File: config.mk
export PLATFORM = sky130hd
export DESIGN_NAME = encoder_32_scan
export DESIGN_NICKNAME = d
export VERILOG_FILES = /design/src/rtl/encoder_32_scan.sv
export SDC_FILE = /design/constraint.sdc
export NUM_CORES = 1
export LEC_CHECK = 0
export ABC_AREA = 1
export BUFFER_PORTS_ARGS = -buffer_cell sky130_fd_sc_hd__buf_2
export CAP_MARGIN = 30
export CORE_ASPECT_RATIO = 0.9
export CORE_MARGIN = 2
export CORE_UTILIZATION = 50
export CTS_CLUSTER_DIAMETER = 100
export DETAILED_ROUTE_END_ITERATION = 7
export GPL_ROUTABILITY_DRIVEN = 0
export GPL_TIMING_DRIVEN = 0
export PLACE_DENSITY = 0.75
export REMOVE_ABC_BUFFERS = 1
export SLEW_MARGIN = 40
export SYNTH_ARGS = -nofsm -noshare
export SYNTH_HDL_FRONTEND = slang
export SYNTH_SLANG_ARGS = --single-unit
File: constraint.sdc
create_clock -name clock -period 2.32 [get_ports clock]
set_input_delay 0.232 -clock clock [delete_from_list [all_inputs] [get_ports clock]]
set_output_delay 0.232 -clock clock [all_outputs]
set_load 0.02 [all_outputs]
File: src/rtl/encoder_32_scan.sv
// Multi-hot 32-bit vector to serial stream of set-bit indices, lowest first, valid/ready on both sides.
// Define ENC_ZERO_FLAG_EN to emit a single flagged beat (out_zero) for an all-zero vector instead of dropping it.
module encoder_32_scan (
    input  logic        clock,
    input  logic        ctrl_reset,
    input  logic        in_valid,
    output logic        in_ready,
    input  logic [31:0] in_vec,
    output logic        out_valid,
    input  logic        out_ready,
    output logic [4:0]  out_index,
    output logic        out_last,
    output logic        busy
`ifdef ENC_ZERO_FLAG_EN
    ,
    output logic        out_zero
`endif
);

`ifdef ENC_ZERO_FLAG_EN
    localparam bit ZeroEn = 1'b1;
`else
    localparam bit ZeroEn = 1'b0;
`endif

    typedef enum logic {IDLE, EMIT} state_t;

    state_t      state, state_next;
    logic [31:0] pend, pend_next;
    logic        zero_beat, zero_next;
    logic [4:0]  low_idx;
    logic        pend_onehot;
    logic        accept, advance;

    always_ff @(posedge clock or posedge ctrl_reset) begin
        if (ctrl_reset) begin
            state     <= IDLE;
            pend      <= '0;
            zero_beat <= 1'b0;
        end else begin
            state     <= state_next;
            pend      <= pend_next;
            zero_beat <= zero_next;
        end
    end

    // Scan high-to-low so the last hit written is the lowest set bit.
    always_comb begin
        low_idx = '0;
        for (int unsigned i = 0; i < 32; i++) begin
            if (pend[31 - i]) low_idx = 5'(31 - i);
        end
    end

    assign pend_onehot = (pend != '0) && ((pend & (pend - 32'd1)) == '0);

    always_comb begin
        busy      = (state == EMIT);
        out_valid = busy;
        out_index = busy ? low_idx : '0;
        out_last  = busy && (zero_beat || pend_onehot);
        in_ready  = !busy || (out_last && out_ready);
        accept    = in_valid && in_ready;
        advance   = out_valid && out_ready;
    end

    always_comb begin
        state_next = state;
        pend_next  = pend;
        zero_next  = zero_beat;
        if (advance) begin
            pend_next = pend & (pend - 32'd1);
            if (out_last) begin
                state_next = IDLE;
                pend_next  = '0;
                zero_next  = 1'b0;
            end
        end
        // A load during the final beat overrides the return to IDLE (zero-bubble reload).
        if (accept) begin
            pend_next  = in_vec;
            zero_next  = ZeroEn && (in_vec == '0);
            state_next = ((in_vec != '0) || ZeroEn) ? EMIT : IDLE;
        end
    end

`ifdef ENC_ZERO_FLAG_EN
    assign out_zero = busy && zero_beat;
`endif

endmodule

Yosys cells after proc, flatten, opt, wreduce, memory -nomap -nowiden
Cells that the tools add are included.
{"block": "word_totals", "reg_bits": 34, "inputBits": 36, "out_inout_bits": 9, "wordCells": 60}
{"block": "op_classes", "n_addsub": 1, "muxes": 41, "bitwise_logic": 1, "reduce_logical": 14}
{"operator": "5-bit two-way mux", "count": 33}
{"operator": "32-bit two-way mux", "count": 3}
{"operator": "32-bit nonzero test", "count": 2}
{"operator": "32-bit bitwise AND", "count": 1}
{"operator": "32-bit zero test", "count": 1}
{"operator": "32-bit by 1-bit subtractor with 32-bit output, second input constant", "count": 1}
{"operator": "1-bit logical AND", "count": 5}
{"operator": "1-bit two-way mux", "count": 5}
{"operator": "2-bit nonzero test", "count": 2}
{"operator": "1-bit logical OR", "count": 2}
{"operator": "2-bit AND reduction", "count": 1}
{"operator": "1-bit zero test", "count": 1}

Longest topological paths before layout
Gate-level depths: netlist (run 1).
{"block": "logic_depth", "depth_word": 33, "mapped_depth": 31, "ltp_nobuf": 31}

Worst setup path after synthesis (run 1)
OpenSTA, ideal clock, no wires.
{"block": "synth_timing", "path_kind": "reg2out", "from": "register pend[6]", "to": "output port out_last", "arrival_time_ns": 2.675, "required_time_ns": 2.088, "path_slack_ns": -0.587, "path_stages_with_launch": 14, "n_path_buf": 0, "path_cell_list": "dfrtp_1 > nor2_1 > nand2_1 > nor2_4 > nand2_1 > inv_2 > nand2_1 > nand2_1 > inv_1 > or2_1 > or4_1 > nor4_1 > nand3_1 > nor4_1"}
{"block": "synth_via", "elab_chain_cells": 6, "word_cells_on_any_way": 7, "classes_between": "add/sub (1); bitwise (1); reduce/logical (5)"}
{"item": "start: declaration", "line": "29", "rtl": "logic [31:0] pend, pend_next;"}
{"item": "start signal: assignment", "line": "42", "rtl": "pend <= pend_next;"}
{"item": "32-bit by 1-bit subtractor with 32-bit output", "line": "55", "rtl": "assign pend_onehot = (pend != '0) && ((pend & (pend - 32'd1)) == '0);"}
{"item": "32-bit bitwise AND", "line": "55"}
{"item": "32-bit zero test", "line": "55"}
{"item": "1-bit logical AND (*)", "line": "55"}
{"item": "1-bit logical OR (*)", "line": "61", "rtl": "out_last = busy && (zero_beat || pend_onehot);"}
{"item": "1-bit logical AND (*)", "line": "61"}
{"item": "end: declaration", "line": "12", "rtl": "output logic out_last,"}
Every way passes the cells marked *; elsewhere a longest branch is shown, timed or not.

Worst setup path in the final report (run 1)
{"block": "layout_timing", "from": "register pend[7]", "to": "output port out_last"}
The elaborated chain is that of the path after synthesis.

==> results_dict.tcl, run 1 <==
set metrics [dict create \
    antenna_cells 0 \
    cts_root_buf "clkbuf_8" \
    power_w 0.002116 \
    drt_first_pass_iters 5 \
    status "finished with violations" \
    nets 542 \
    fin_crit_sh_pct 137.8 \
    crit_family "simple AND/OR/NAND/NOR gates" \
    yosys-top-cells-count "125 x nand2_1, 64 x nor2_1, 59 x inv_1, 34 x a31oi_1, 33 x dfrtp_1" \
    ys_types 30 \
    p_leak_nw 1.821 \
    area_growth_pct 43.93 \
    crit_arrival_ns 2.97 \
    drt_iter0_markers 291 \
    start_kind "flip-flop" \
    finClkSkew_ns 0.002377 \
    clock_path_buffers 2 \
    start_util_pct 52.66 \
    core_area_um2 4895 \
    hold_class "in -> async" \
    synthCells 417 \
    grt_max_degree 36 \
    drcViolationCount 0 \
    synth-edff-count 0 \
    slowest_stage "or4_4" \
    violations "setup timing" \
    final_cells 572 \
    hold_slack_ns 0.04126 \
    die_h_um 72.12 \
    final_cell_area_um2 3710 \
    hold_viol 0 \
    crit_required_ns 2.09 \
    synth_top_cell_by_area "dfrtp_1" \
    place_area_um2 2831 \
    hpwl_mm 5.079 \
    avgRoutedWirePerCell_um 16.09 \
    cp_num_buf_inv 3 \
    overflow 0 \
    slew_headroom_pct 52.47 \
    ys.flop_type "dfrtp_1" \
    ys_async_sr_fraction_pct 100.0 \
    tns_ns -21.73 \
    fin_ws_ns -0.8780 \
    nFillCells 328 \
    dieArea_um2 5746 \
    htree_levels 2 \
    layout_min_cycle_time_ns 3.198 \
    slew_violations 0 \
    end_kind "output port" \
    cp_cell_sequence "nor2_4 -> nand2_2 -> nor2_4 -> nand2_2 -> inv_2 -> buf_6 -> a21oi_2 -> or2_1 -> or4_4 -> nor4_2 -> nand3_1 -> nor4_2 -> buf_4" \
    worst_slew_pin_slew_ns 0.7119 \
    totalWireLength_mm 9.201 \
    rr_worst_depth 19 \
    worstSetupPathDepth 13 \
    grt_antenna_before_repair 0 \
    seq_area_frac_synth_pct 32.04 \
    p_per_area_nw_per_um2 570.4 \
    rsz0062_at_grt "true" \
    grt_usage_pct 31.89 \
    maxCapViolations 0 \
    cts_tree "done" \
    slowest_delay_ns 0.55 \
    clk_latency_ns 0.30 \
    setup_viol 37 \
    vias 3221 \
    grt_pass1_vias 3078 \
    max_freq_mhz 312.7 \
    clk_pin_slew_worst_paths_ns 0.07 \
    synth_most_common_cell "nand2_1" \
    ys_seq_elements 33 \
    cp_max_fo 3 \
    ioPinCount 45 \
    row_count 24 \
    synth.avg_cell_area_um2 6.181 \
    drive_above_1_share_pct 39.64 \
    synth_area_leaders "dfrtp_1 32%, nand2_1 18%, nor2_1 9.3%" \
    die_w_um 79.68 \
    port-buffer-count 44 \
    peakVddDrop_mv 0.4483 \
    grt_pass1_wl_mm 14.16 \
    yosys_warnings 0 \
    synth_area_um2 2577 \
    dp.cells 513 \
    antenna_left 0 \
    clkSinkCount 33 \
    timing_worst_setup_path_type "reg -> out" \
    cts_buffers 5 \
    netlist.area_leader.share_pct 32.04 \
    avgViaCountPerCell 5.631 \
]
## routing by layer
layer  global-route usage, %  up-vias  wire, µm
li1                        -     1529         -
met1                   37.09     1465      3525
met2                   54.44      170      4460
met3                   7.711       57       702
met4                   17.05        0       513
met5                       0        -         0
## final timing paths
check,slack (ns),start,to
max in group asynchronous,1.79,ctrl_reset,pend[25]$_DFFE_PP0P_
worst min register to register,0.56,pend[13]$_DFFE_PP0P_,pend[13]$_DFFE_PP0P_
worst max-delay path,-0.88,pend[7]$_DFFE_PP0P_,out_last
min in group clock,0.16,in_vec[0],pend[0]$_DFFE_PP0P_
worst min-delay path,0.04,ctrl_reset,pend[31]$_DFFE_PP0P_
worst max register to register,-0.69,pend[7]$_DFFE_PP0P_,pend[6]$_DFFE_PP0P_
## where the power goes
part	internal, W	total (W)	leakage (nW)	switching (W)
clock	0.000350	0.000590	0.0585	0.000239
combinational	0.000302	0.000741	1.43	0.000440
sequential	0.000671	0.000785	0.336	0.000114
total	0.00132	0.00212	1.82	0.000793
## cell families after synthesis
| logic type | count (synthesis) | synth area share [%] |
|---|---|---|
| AOI/OAI and AO/OA | 56 | 12.96 |
| buffers and inverters | 80 | 12.82 |
| DFF | 33 | 32.04 |
| and+or+nand+nor | 248 | 42.18 |
## placed cells by master, fill, tap and decap left out, types with 11 or more instances in the layout
cell type  instances
buf_4             44
buf_2             40
nand2_1           87
dfrtp_1           31
nor4_1            11
inv_1             52
a31oi_1           33
nor2_4            11
nand3_1           15
nor2_1            55
inv_2             13
nand2_2           37
## layout make-up
class | count | area [µm²] | share of cell area [%]
well taps | 65 | 81.33 | 2.192
repair buffers | 95 | 688.2 | 18.55
flip-flops and latches | 33 | 828.3 | 22.33
inverters | 66 | 255.2 | 6.880
clock inverters | 1 | 30.03 | 0.8094
multi-input cells | 305 | 1740 | 46.91
clock buffers | 7 | 86.33 | 2.327
## sequential cells by signal, indices dropped and copies added (netlist names)
signal	flops
busy	1
pend	32
## per-stage QoR
step | worst slack, ns | utilization [%]
3_5_place_dp | -1.167 | 57.85
6_report | -0.8780 | 75.79
4_1_cts | -0.6850 | 72.52
3_3_place_gp | -1.172 | 57.13
2_1_floorplan | -0.5873 | -
5_1_grt | -1.146 | 75.79
## what timing repair did
item                       4_1_cts  5_1_grt
gates resized for setup         70       38
setup buffers                   48       10
hold buffers                     0        0
gates cloned                     1        0
setup endpoints to repair       37       38
pin swaps                       50       12
No activity file was read; power rests on OpenSTA's default activity.
==> run 2, diff against run 1 <==
--- a/config.mk
+++ b/config.mk
@@ -5,7 +5,7 @@
 export SDC_FILE = /design/constraint.sdc
 export NUM_CORES = 1
 export LEC_CHECK = 0
-export ABC_AREA = 1
+export ABC_AREA = 0
 export BUFFER_PORTS_ARGS = -buffer_cell sky130_fd_sc_hd__buf_2
 export CAP_MARGIN = 30
 export CORE_ASPECT_RATIO = 0.9
@@ -15,8 +15,9 @@
 export DETAILED_ROUTE_END_ITERATION = 7
 export GPL_ROUTABILITY_DRIVEN = 0
 export GPL_TIMING_DRIVEN = 0
-export PLACE_DENSITY = 0.75
+export PLACE_DENSITY = 0.76
 export REMOVE_ABC_BUFFERS = 1
+export SETUP_SLACK_MARGIN = 0.4
 export SLEW_MARGIN = 40
 export SYNTH_ARGS = -nofsm -noshare
 export SYNTH_HDL_FRONTEND = slang
==> run 2 against run 1 <==
Compared with the run above: the run still ends with setup timing left; non-clock buffer count is 28 lower; die area fell by 7.1%; register-to-register slack worse by 0.10 ns; global-route usage decreased by 3.7 points; sequential cell count unchanged; worst hold slack gained 0.0034 ns; clock skew is 0.0063 ns higher; wire length down 18%.
==> results_dict.tcl, run 2 <==
set metrics [dict create \
    status "finished with violations" \
    violations "setup timing" \
    postLayoutCoreUtil_pct 67.35 \
    ys_seq_elements 33 \
    layout_min_cycle_time_ns 3.114 \
    vias 2689 \
    synth_area_leaders "dfrtp_1 35%, nor4_1 4.7%, a221o_1 4.6%" \
    ys.flop_type "dfrtp_1" \
    hold_slack_ns 0.04467 \
    die_h_um 69.52 \
    start_util_pct 52.78 \
    nets 362 \
    finClkSkew_ns 0.008694 \
    overflow 0 \
    synth_most_common_cell "dfrtp_1" \
    synth_area_um2 2385 \
    avgRoutedWirePerCell_um 19.38 \
    cts_buffers 5 \
    worst_slew_pin_slew_ns 0.7099 \
    synthCells 277 \
    synth-edff-count 0 \
    largest_reg_flops 32 \
    cp_max_fo 7 \
    place_area_um2 2537 \
    reg2reg_to "pend[31]$_DFFE_PP0P_" \
    dieArea_um2 5338 \
    maxCapViolations 0 \
    end_kind "flip-flop" \
    final_cell_area_um2 3043 \
    clk_latency_ns 0.30 \
    htree_levels 2 \
    top_register "pend" \
    ioPinCount 45 \
    clk_pin_slew_worst_paths_ns 0.07 \
    avgViaCountPerCell 6.913 \
    setup_viol 40 \
    grt_pass1_vias 2351 \
    yosys_warnings 0 \
    clkSinkCount 33 \
    antenna_cells 0 \
    grt_usage_pct 28.22 \
    core_area_um2 4518 \
    fin_crit_sh_pct 134.2 \
    slew_headroom_pct 52.60 \
    timing_worst_setup_path_type "reg -> reg" \
    grt_pass1_wl_mm 12.05 \
    port-buffer-count 44 \
    totalWireLength_mm 7.540 \
    clock_path_buffers 2 \
    seq_area_frac_synth_pct 34.63 \
    ys_async_sr_fraction_pct 100.0 \
    synth.avg_cell_area_um2 8.609 \
    hpwl_mm 4.628 \
    cts_root_buf "clkbuf_8" \
    synth_top_cell_by_area "dfrtp_1" \
    final_common_cell "buf_2" \
    drcViolationCount 0 \
    area_growth_pct 27.60 \
    netlist.area_leader.share_pct 34.63 \
    slew_violations 0 \
    max_freq_mhz 321.1 \
    antenna_left 0 \
    cts_tree "done" \
    row_count 23 \
    drive_above_1_share_pct 37.31 \
    most-common-layout-cells "41 x buf_2, 22 x nor2_1, 22 x buf_4" \
    tns_ns -26.66 \
    r2r_start "pend[21]$_DFFE_PP0P_" \
    crit_arrival_ns 3.29 \
    grt_antenna_before_repair 0 \
    crit_required_ns 2.50 \
    nFillCells 362 \
    die_w_um 76.80 \
    rsz0062_at_grt "true" \
    hold_class "in -> async" \
    ys_types 54 \
    start_kind "flip-flop" \
    hold_viol 0 \
    crit_end "pend[31]$_DFFE_PP0P_" \
    r2r_slack_ns -0.79 \
    drt_iter0_markers 442 \
    drt_first_pass_iters 5 \
    setup.worst_path.start "pend[21]$_DFFE_PP0P_" \
    yosys-top-cells-count "33 x dfrtp_1, 24 x nor2_1, 19 x nand2_1, 18 x nor4_1, 17 x clkbuf_1" \
    grt_max_degree 34 \
    fin_ws_ns -0.7943 \
    rr_worst_depth 8 \
]
run 2: timing repair:
item | in CTS | in global routing
endpoints found under the setup margin | 40 | 40
hold buffers | 0 | 0
gates resized for setup | 41 | 13
cloned | 2 | 0
pin swaps | 17 | 3
buffers inserted | 21 | 2
run 2: final cells by class:
cell class | instances | area [µm²] | share of cell area (%)
timing repair buffer | 67 | 415.4 | 13.65
inverter | 6 | 22.52 | 0.7401
multi-input combinational | 213 | 1603 | 52.67
tap | 62 | 77.57 | 2.549
sequential | 33 | 844.6 | 27.75
clock buffer | 8 | 80.08 | 2.632
run 2: how the worst min path moves through the flow:
stage,from,end,slack [ns],cells past startpoint
floorplan,in_vec[13],pend[13]$_DFFE_PP0P_,0.35,1
global placement,in_vec[7],pend[7]$_DFFE_PP0P_,0.45,2
detailed placement,ctrl_reset,pend[12]$_DFFE_PP0P_,0.39,2
CTS,ctrl_reset,pend[17]$_DFFE_PP0P_,0.08,2
global route,ctrl_reset,pend[17]$_DFFE_PP0P_,0.12,2
finish,ctrl_reset,pend[17]$_DFFE_PP0P_,0.04,2
run 2: routing by layer:
metal	track usage, %	routed length, µm
met5	0	0
met1	40.20	3191
met3	7.031	751
met2	41.52	3443
met4	10.10	154
run 2: cell families (layout without fill, tap and decap cells):
family / Yosys count / count (layout) / share of synthesized area, %
multiplexers: 1 / 1 / 0.4722
AND/OR/NAND/NOR: 115 / 117 / 26.60
buffers and inverters: 33 / 81 / 7.135
AO/OA/AOI/OAI: 94 / 94 / 30.75
flip-flops: 33 / 33 / 34.63
adder cells (fa/ha/maj): 1 / 1 / 0.4197
run 2: through the flow:
step           setup slack, ns  instances
2_1_floorplan          -0.8896        250
5_1_grt                -0.8763        389
6_report               -0.7943        389
3_5_place_dp            -1.355        356
4_1_cts                -0.6883        387
3_3_place_gp            -1.338        356
run 2: critical path, cell delays in order (launching register included):
cell and delay, ns:
dfrtp_2 0.48, nor4_4 0.43, nand3_2 0.22, nor4_1 0.33, o22ai_1 0.12, or3_1 0.40, or4_4 0.61, nand2_8 0.10
mux2_4 0.30
Power of run 2 is left out: the tool's default activity adds up to more than one toggle a clock period on the data nets, which glitch-free logic cannot reach.
==> run 3, diff against run 2 <==
--- a/config.mk
+++ b/config.mk
@@ -10,12 +10,12 @@
 export CAP_MARGIN = 30
 export CORE_ASPECT_RATIO = 0.9
 export CORE_MARGIN = 2
-export CORE_UTILIZATION = 50
+export CORE_UTILIZATION = 31
 export CTS_CLUSTER_DIAMETER = 100
 export DETAILED_ROUTE_END_ITERATION = 7
 export GPL_ROUTABILITY_DRIVEN = 0
 export GPL_TIMING_DRIVEN = 0
-export PLACE_DENSITY = 0.76
+export PLACE_DENSITY = 0.57
 export REMOVE_ABC_BUFFERS = 1
 export SETUP_SLACK_MARGIN = 0.4
 export SLEW_MARGIN = 40
==> run 3 against run 2 <==
Compared with the run above: the run still ends with setup timing left; die area up 58%; non-clock buffer count increased by 13; utilization is 23 points lower; via count fell by 2.2%; critical path depth rose by 2; critical path type unchanged.
==> results_dict.tcl, run 3 (synthesis results as in run 2) <==
set metrics [dict create \
    status "finished with violations" \
    violations "setup timing" \
    avgRoutedWirePerCell_um 19.55 \
    clkSinkCount 33 \
    start_util_pct 31.77 \
    htree_levels 2 \
    antenna_cells 0 \
    most-common-layout-cells "39 x buf_2, 34 x buf_4, 22 x nor2_1" \
    start_kind "flip-flop" \
    rr_worst_depth 10 \
    cts_tree "done" \
    hpwl_mm 5.162 \
    drcViolationCount 0 \
    cts_root_buf "clkbuf_8" \
    nFillCells 734 \
    top_register "pend" \
    grt_antenna_before_repair 0 \
    slew_violations 0 \
    end_kind "flip-flop" \
    hold_class "in -> async" \
    finClkSkew_ns 0.008523 \
    avgViaCountPerCell 6.046 \
    setup_viol 39 \
    core_area_um2 7507 \
    cp_max_fo 7 \
    crit_end "pend[31]$_DFFE_PP0P_" \
    grt_max_degree 34 \
    hold_viol 0 \
    slew_headroom_pct 51.44 \
    vias 2630 \
    fin_crit_sh_pct 134.7 \
    crit_required_ns 2.50 \
    rsz0062_at_grt "true" \
    crit_arrival_ns 3.30 \
    dieArea_um2 8412 \
    grt_pass1_wl_mm 13.18 \
    row_count 30 \
    area_growth_pct 38.30 \
    max_freq_mhz 320.1 \
    nets 375 \
    drt_iter0_markers 296 \
    clk_pin_slew_worst_paths_ns 0.07 \
    ioPinCount 45 \
    final_common_cell "buf_2" \
    timing_worst_setup_path_type "reg -> reg" \
    tns_ns -25.81 \
    die_w_um 96.46 \
    die_h_um 87.21 \
    overflow 0 \
    grt_pass1_vias 2501 \
    maxCapViolations 0 \
    worst_slew_pin_slew_ns 0.7273 \
    clock_path_buffers 2 \
    largest_reg_flops 32 \
    grt_usage_pct 20.43 \
    cts_buffers 5 \
    fin_ws_ns -0.8043 \
    r2r_slack_ns -0.80 \
    port-buffer-count 44 \
    drt_first_pass_iters 5 \
    reg2reg_to "pend[31]$_DFFE_PP0P_" \
    drive_above_1_share_pct 43.66 \
    setup.worst_path.start "pend[1]$_DFFE_PP0P_" \
    totalWireLength_mm 8.503 \
    r2r_start "pend[1]$_DFFE_PP0P_" \
    layout_min_cycle_time_ns 3.124 \
    antenna_left 0 \
    clk_latency_ns 0.29 \
]
## run 3: how the worst min path moves through the flow
stage,start,to,slack [ns],depth (start not counted)
finish,ctrl_reset,pend[12]$_DFFE_PP0P_,0.06,2
global route,ctrl_reset,pend[12]$_DFFE_PP0P_,0.12,2
CTS,ctrl_reset,pend[27]$_DFFE_PP0P_,0.09,2
detailed placement,ctrl_reset,pend[12]$_DFFE_PP0P_,0.40,2
global placement,in_vec[13],pend[13]$_DFFE_PP0P_,0.45,2
floorplan,in_vec[13],pend[13]$_DFFE_PP0P_,0.35,1
## run 3: cell type report
type	count	area (µm²)	share of cell area, %
sequential	33	845.8	25.64
timing repair buffer	80	538.0	16.31
multi-input combinational	213	1685	51.10
tap	96	120.1	3.642
inverter	6	22.52	0.6829
clock buffer	7	86.33	2.618
## run 3: worst max-delay path, stage by stage, from the launching register on
cell and delay, ns:
dfrtp_2 0.44, nor4_4 0.27, buf_4 0.20, nand4_1 0.12, buf_6 0.18, o31ai_1 0.27, o21ai_0 0.16, or3_4 0.36
or4_4 0.58, nand2_8 0.11, mux2_4 0.31
## run 3: per-layer routing
metal	share of wire, %	vias up	wire [µm]	global-route usage [%]
met5	0	-	0	0
met4	1.9	0	161	6.786
met1	43	1267	3662	28.60
met2	47	121	4005	31.06
met3	7.9	18	674	4.675
li1	-	1224	-	-
## run 3: what timing repair did
item,CTS,global route
setup endpoints to repair,40,40
resized for setup,52,20
pin swaps,18,11
gates cloned,2,0
hold buffers,0,0
setup buffers,28,8
hold endpoints to repair,0,0
## run 3: through the flow
| step | hold slack (ns) | util [%] | setup slack (ns) | std cells | area, µm² |
|---|---|---|---|---|---|
| 4_1_cts | 0.08835 | 41.82 | -0.7218 | 427 | 3139 |
| 2_1_floorplan | 0.3483 | - | -0.8896 | 250 | 2237 |
| 3_5_place_dp | 0.3963 | 34.37 | -1.307 | 390 | 2580 |
| 5_1_grt | 0.1186 | 43.93 | -0.8410 | 435 | 3298 |
| 6_report | 0.06217 | 43.93 | -0.8043 | 435 | 3298 |
| 3_3_place_gp | 0.4518 | 34.33 | -1.369 | 390 | 2577 |
Power of run 3 is left out for the same reason.
